`src/rtl/thread_pc.sv`:
```
// Per-thread fetch PC tracker: each hardware thread runs its own RUN/MISS/DRAIN
// refill FSM and holds its fetch PC, saved exception PC and privilege mode.
module thread_pc #(
  parameter int unsigned n_threads  = 4,
  parameter logic [31:0] RESET_PC   = 32'h0000_1000,
  parameter logic [31:0] EXC_VECTOR = 32'h0000_2000,
  localparam int unsigned TW = (n_threads > 1) ? $clog2(n_threads) : 1
) (
  input  logic                          clk,
  input  logic                          rst,
  input  logic                          fetch_valid,
  input  logic [TW-1:0]                 fetch_thread,
  input  logic                          fetch_itlb_miss,
  input  logic                          fetch_icache_miss,
  input  logic                          fill_en,
  input  logic [TW-1:0]                 fill_thread,
  input  logic                          br_en,
  input  logic [TW-1:0]                 br_thread,
  input  logic [31:0]                   br_target,
  input  logic                          exc_en,
  input  logic [TW-1:0]                 exc_thread,
  input  logic [31:0]                   exc_pc,
  input  logic                          iret_en,
  input  logic [TW-1:0]                 iret_thread,
  output logic [n_threads-1:0][31:0]    pc,
  output logic [n_threads-1:0][31:0]    epc,
  output logic [n_threads-1:0]          mode,
  output logic [n_threads-1:0]          stalled
);

  typedef enum logic [1:0] {
    RUN   = 2'd0,
    MISS  = 2'd1,
    DRAIN = 2'd2
  } state_e;

  state_e                       state_q [n_threads];
  state_e                       state_d [n_threads];
  logic [n_threads-1:0][31:0]   pc_q, pc_d;
  logic [n_threads-1:0][31:0]   epc_q, epc_d;
  logic [n_threads-1:0]         mode_q, mode_d;

  always_ff @(posedge clk or negedge rst) begin
    if (!rst) begin
      for (int unsigned t = 0; t < n_threads; t++) begin
        state_q[t] <= RUN;
        pc_q[t]    <= RESET_PC;
        epc_q[t]   <= '0;
      end
      mode_q <= '1;
    end else begin
      for (int unsigned t = 0; t < n_threads; t++) begin
        state_q[t] <= state_d[t];
      end
      pc_q   <= pc_d;
      epc_q  <= epc_d;
      mode_q <= mode_d;
    end
  end

  always_comb begin
    pc_d   = pc_q;
    epc_d  = epc_q;
    mode_d = mode_q;
    for (int unsigned t = 0; t < n_threads; t++) begin
      logic hit_t, fetch_t, fill_t, br_t, exc_t, iret_t, redir_t;
      state_d[t] = state_q[t];
      fetch_t = fetch_valid && (fetch_thread == TW'(t));
      fill_t  = fill_en     && (fill_thread  == TW'(t));
      br_t    = br_en       && (br_thread    == TW'(t));
      exc_t   = exc_en      && (exc_thread   == TW'(t));
      iret_t  = iret_en     && (iret_thread  == TW'(t));
      redir_t = exc_t || iret_t || br_t;
      hit_t   = fetch_t && (state_q[t] == RUN) && !fetch_itlb_miss && !fetch_icache_miss;

      if (exc_t) begin
        pc_d[t]   = EXC_VECTOR;
        epc_d[t]  = exc_pc;
        mode_d[t] = 1'b1;
      end else if (iret_t) begin
        pc_d[t]   = epc_q[t];
        mode_d[t] = 1'b0;
      end else if (br_t) begin
        pc_d[t]   = br_target & ~32'h3;
      end else if (hit_t) begin
        pc_d[t]   = pc_q[t] + 32'd4;
      end

      // A completing refill always returns to RUN, even alongside a redirect;
      // the redirect PC (if any) is already in pc_d.
      unique case (state_q[t])
        RUN: begin
          if (!redir_t && fetch_t && fetch_icache_miss && !fetch_itlb_miss)
            state_d[t] = MISS;
        end
        MISS: begin
          if (fill_t)       state_d[t] = RUN;
          else if (redir_t) state_d[t] = DRAIN;
        end
        DRAIN: begin
          if (fill_t)       state_d[t] = RUN;
        end
        default: state_d[t] = RUN;
      endcase
    end
  end

  always_comb begin
    pc   = pc_q;
    epc  = epc_q;
    mode = mode_q;
    for (int unsigned t = 0; t < n_threads; t++) begin
      stalled[t] = (state_q[t] != RUN);
    end
  end

endmodule

```
`config.mk`:
```
export PLATFORM = sky130hd
export DESIGN_NAME = thread_pc
export DESIGN_NICKNAME = d
export VERILOG_FILES = /design/src/rtl/thread_pc.sv
export SDC_FILE = /design/constraint.sdc
export NUM_CORES = 1
export LEC_CHECK = 0
export BUFFER_PORTS_ARGS = -buffer_cell sky130_fd_sc_hd__buf_4
export CORE_MARGIN = 2
export CORE_UTILIZATION = 30
export CTS_CLUSTER_DIAMETER = 100
export CTS_CLUSTER_SIZE = 24
export DETAILED_ROUTE_END_ITERATION = 10
export GPL_ROUTABILITY_DRIVEN = 0
export HOLD_SLACK_MARGIN = 0.06
export PLACE_DENSITY_LB_ADDON = 0.05
export SLEW_MARGIN = 20
export SYNTH_ARGS = -nofsm -noshare
export SYNTH_HDL_FRONTEND = slang
export SYNTH_SLANG_ARGS = --single-unit
```
`constraint.sdc`:
```
create_clock -name clk -period 5.18 [get_ports clk]
set_clock_uncertainty 0.05 [all_clocks]
set_input_delay 0.518 -clock clk [delete_from_list [all_inputs] [get_ports clk]]
set_output_delay 0.518 -clock clk [all_outputs]
set_load 0.03 [all_outputs]
```
**Yosys cells after proc, flatten, opt, wreduce, memory -nomap -nowiden**

Cells that the tools add are included.

- Output and inout bits: 264
- Register bits after elaboration: 268

- Multiplexer cells: 44
- Add/subtract/negate cells: 4
- Reduce and logical (&&, ||, !) cells: 83
- Equal/unequal tests: 35

Operators with widths:

| kind | count |
|---|---|
| $mux W32 | 16 |
| $add A32 B3 Y32 const B | 4 |
| $logic_and A1 B1 Y1 | 44 |
| $mux W2 | 16 |
| $eq A2 B2 Y1 const B | 14 |
| $pmux W2 S3 | 4 |
| $eq A2 B1 Y1 const B | 9 |
| $logic_not A2 Y1 | 9 |
| $reduce_bool A2 Y1 | 8 |
| $reduce_bool A4 Y1 | 4 |
| $ne A3 B3 Y1 const B | 4 |
| $reduce_and A3 Y1 | 4 |
| $logic_or A1 B1 Y1 | 8 |
| $mux W1 | 8 |
| $ne A2 B1 Y1 const B | 4 |
| $ne A2 B2 Y1 const B | 4 |
| $logic_not A1 Y1 | 6 |

**Logic depth before layout (Yosys ltp)**

- Depth in word-level cells: 10
- Gate-level depth with buffers: 9
- Gate-level depth less buffers: 7

**Least setup slack after synthesis**

OpenSTA, ideal clock, no wires.

- Path kind: flip-flop to flip-flop
- Start point: register pc_q (netlist bit pc[2])
- End point: register pc_q (netlist bit pc[22])
- Cell stages (with the launch flop): 8
- Setup slack: 2.806 ns
- Buffers on the path: 0
- Library setup time: 0.121 ns
- Data required time: 5.009 ns
- Arrival: 2.203 ns
- Cells stage by stage: dfrtp_1 ha_1 nand4_1 or2_2 nor3_1 nand2_1 a21o_1 a22o_1

- Cells in the longest elaborated chain, start to end: 5

Ends and longest elaborated chain:

| what | line | text |
|---|---|---|
| start: declaration | 39 | `logic [n_threads-1:0][31:0] pc_q, pc_d;` |
| start signal: assignment | 55 | `pc_q <= pc_d;` |
| $add A32 B3 Y32 | 86 | `pc_d[t] = pc_q[t] + 32'd4;` |
| $mux W32 | 85 | `end else if (hit_t) begin` |
| $mux W32 | 83 | `end else if (br_t) begin` |
| $mux W32 | 80 | `end else if (iret_t) begin` |
| $mux W32 | 76 | `if (exc_t) begin` |

No other way between the ends. The select of a mux whose other input is x is not followed.
A chain may end at the register's enable or synchronous reset.

**Final worst setup path**

- Start point: input port br_en
- End point: register pc_q (netlist bit pc[22])

- Cells in the longest elaborated chain, start to end: 4
- Elaborated cells on any way between the ends: 5
- Those cells by class: mux: 3; reduce/logical: 2

Ends and longest elaborated chain:

| what | line | text |
|---|---|---|
| start: declaration | 17 | `input logic br_en,` |
| $logic_and A1 B1 Y1 (*) | 70 | `br_t = br_en && (br_thread == TW'(t));` |
| $mux W32 | 83 |  |
| $mux W32 | 80 |  |
| $mux W32 | 76 |  |

Mark *: on every way between the ends. The rest lies on a longest branch, timed or not.

==> results.py <==
metrics = {
    "global_route": {
        "grt_overflow": 0,
        "grt_use_met2_pct": 44.0,
        "grt_pass1_vias": 14400,
        "grt-busiest-layer": "met2",
        "grt_first_pass_wirelength_um": 106000,
        "antenna_found_initial": 3,
        "grtUsageMet3_pct": 4.56,
        "grtUsageTotal_pct": 28.8,
        "grtUsageMet1_pct": 40.9,
        "grt_max_degree": 105,
    },
    "critical_path": {
        "critPathLaunchType": "input port",
        "critical_path_class": "input port to flip-flop",
        "cp-end-kind": "flip-flop",
        "ff2ff_setup_slack_ns": 2.35,
        "worstPathRequired_ns": 5.56,
        "path_max_fanout": 27,
        "worst_ep_arrival_time_ns": 3.38,
    },
    "clocking": {
        "cts_root_buf": "clkbuf_16",
        "cts_max_level": 1,
        "cts_setup_buffers": 0,
        "numCtsBuffers": 16,
        "clk_pin_slew_ns": 0.10,
        "cts.path.max_buffers": 3,
        "cts_tree": "yes",
        "clk_latency_ns": 0.54,
        "cts_sinks": 268,
    },
    "synthesis": {
        "yosysUniqueCellTypes": 72,
        "synthCells": 1785,
        "synth.avg_cell_area_um2": 8.21,
        "synth_seq_area_share_pct": 45.8,
        "synthMuxAreaShare_pct": 0.410,
        "synth_compound_area_share_pct": 20.9,
        "yosysTopAreaCellShare_pct": 44.4,
        "ys_ff_latch": 268,
        "synth-main-ff-cell": "dfrtp_1",
        "yosys_warnings": 0,
        "yosys.area.top_type": "dfrtp_1",
        "synthAdderAreaFrac_pct": 0.342,
        "synth_edf_count": 0,
        "synth_top_family_by_area": "simple AND/OR/NAND/NOR gates",
        "netlist_area_um2": 14700,
        "synth_area_leaders": "dfrtp_1 (44%), nand2_1 (13%), o21ai_0 (4.1%)",
        "syn_nets": 1872,
        "synth_xor_xnor_area_share_pct": 2.03,
        "synthArstFlopShare_pct": 100,
        "synth_simple_gate_area_share_pct": 27.3,
    },
    "drt": {
        "viasPerCell": 5.65,
        "firstDrtPassIters": 5,
        "vias": 15200,
        "ant_nets": 0,
        "routedWlPerCell_um": 27.5,
        "routed_wl_um": 74200,
        "route.detailed.drc": 0,
        "drtIter0Drc": 1579,
    },
    "sta": {
        "fin_tns_setup_ns": 0,
        "period_share_pct": 57.8,
        "setup_slack_ns": 2.18,
        "tightest_slew_ns": 1.07,
        "fmax_ghz": 0.334,
        "slew_headroom_pct": 28.5,
        "setup_violations": 0,
        "fin_crit_ns": 3.00,
        "rsz0062_at_grt": "false",
        "hold_viol": 0,
        "slew_viol_final": 0,
    },
    "die": {
        "initial_core_util_pct": 30.6,
        "die_w_um": 225,
        "core.rowCount": 80,
        "core_area_um2": 47900,
        "io_pins": 347,
        "die_area_um2": 50600,
        "die_height_um": 225,
    },
    "job": {
        "drv_cap": 0,
    },
    "power_and_ir_drop": {
        "p_sw_mw": 2.95,
        "swShare_pct": 42.5,
        "p_comb_share_pct": 35.0,
        "clock_power_share_pct": 21.9,
        "p_per_area_nw_per_um2": 378,
        "pwr-share-seq_pct": 43.1,
        "p_leak_nw": 8.62,
        "internal_power_mw": 4.00,
        "irDropWorstVdd_mv": 0.229,
    },
    "final_layout": {
        "mostFrequentLayoutCell": "nand2_1",
        "area_growth_pct": 25.5,
        "fin_util_pct": 38.4,
        "nNetsFinal": 2157,
        "drive_gt1_share_pct": 21.2,
        "num-fill-cells": 5052,
        "fin_cells": 2696,
        "mostFrequentLayoutCells": "nand2_1 (518), buf_4 (372), dfrtp_1 (260), o21ai_0 (120), nor2_1 (108)",
    },
    "placement": {
        "hpwl_um": 52700,
        "dp_slack_ns": 1.63,
        "io_buffers": 344,
        "place_inst": 2666,
    },
    "outcome": {
        "status": "complete, no violations",
    },
    "worst_hold_path": {
        "hold_path.class": "input port to flip-flop",
    },
}
[synthesized netlist by cell type (9+ instances only)]
master	count
nor2_1	109
nor3_1	37
xnor2_1	15
xor2_1	19
a211oi_1	21
buf_1	10
a22o_1	18
a21oi_1	97
a22oi_1	31
o221ai_1	11
nand3_1	62
clkbuf_1	91
nand2_1	518
nand3b_1	9
o211ai_1	21
a221o_1	10
a31oi_1	15
nand4_1	32
or2_2	10
o2111ai_1	9
o22ai_1	20
dfrtp_1	260
o31ai_1	11
a21o_1	14
and4_1	10
and3_1	30
inv_1	13
o21ai_0	120
nor4_1	11
nand2b_1	9
[timing repair]
| item | 4_1_cts | 5_1_grt |
|---|---|---|
| resized for setup | 0 | 0 |
| hold buffers | 1 | 0 |
| endpoints found under the hold margin | 17 | 0 |
[kinds of logic after synthesis]
logic type               count (synthesis)
AND/OR/NAND/NOR                        890
buffers and inverters                  121
adder cells (fa/ha/maj)                  4
AO/OA/AOI/OAI                          462
XOR/XNOR                                34
multiplexers                             6
flip-flops                             268
[area by class of cell]
class / count / area, um2 / share of cell area, %
multi-input cells: 1396 / 7490 / 40.7
flip-flops and latches: 268 / 6720 / 36.5
well taps: 615 / 769 / 4.18
clock inverters: 4 / 71.3 / 0.388
repair buffers: 375 / 2840 / 15.4
diodes: 2 / 5.00 / 0.0272
inverters: 13 / 48.8 / 0.265
clock buffers: 23 / 458 / 2.49
[worst max-delay path: stages]
cell,delay [ns]
buf_4,0.13
or3b_1,0.87
nand3_2,0.43
o21ai_2,0.79
nor3_1,0.18
a21o_1,0.22
a22o_1,0.22
[layer usage]
layer | vias up | share of wire (%)
met3 | 107 | 6.4
met4 | 2 | 4.6
met2 | 620 | 44
met5 | - | 0.015
met1 | 7563 | 45
li1 | 6935 | -
[power by group through the flow]
stage	sequential (mW)	clock, mW	combinational [mW]
after CTS	2.98	1.56	2.45
after global placement	3.02	0	2.42
final	2.99	1.52	2.43
after global routing	3.05	1.62	2.59
after detailed placement	3.02	0	2.44
after floorplan	3.55	0	0.688
[metrics by stage]
step	total power [mW]	area [um2]	hold WS, ns
floorplan	4.23	14700	0.172
finish	6.95	18400	0.205
CTS	6.99	18400	0.189
detailed placement	5.46	17900	0.401
global route	7.26	18400	0.190
global placement	5.44	17900	0.401
[path summary, 6_finish.rpt]
| check | start | to | cells after the start |
|---|---|---|---|
| max | br_en | pc[22] | 7 |
| min | fill_thread[1] | state_q[5] | 2 |
| max reg2reg | state_q[5] | pc[50] | 6 |
| min reg2reg | mode[2] | mode[2] | 2 |
| max in group asynchronous | rst | pc[16] | 3 |
| min in group asynchronous | rst | pc[10] | 2 |
[sequential cells by signal (all words and copies together) (netlist names)]
| signal | cells |
|---|---|
| epc | 128 |
| state_q | 8 |
| pc | 128 |
| mode | 4 |
Note: power is estimated with default switching activity, not from simulation.
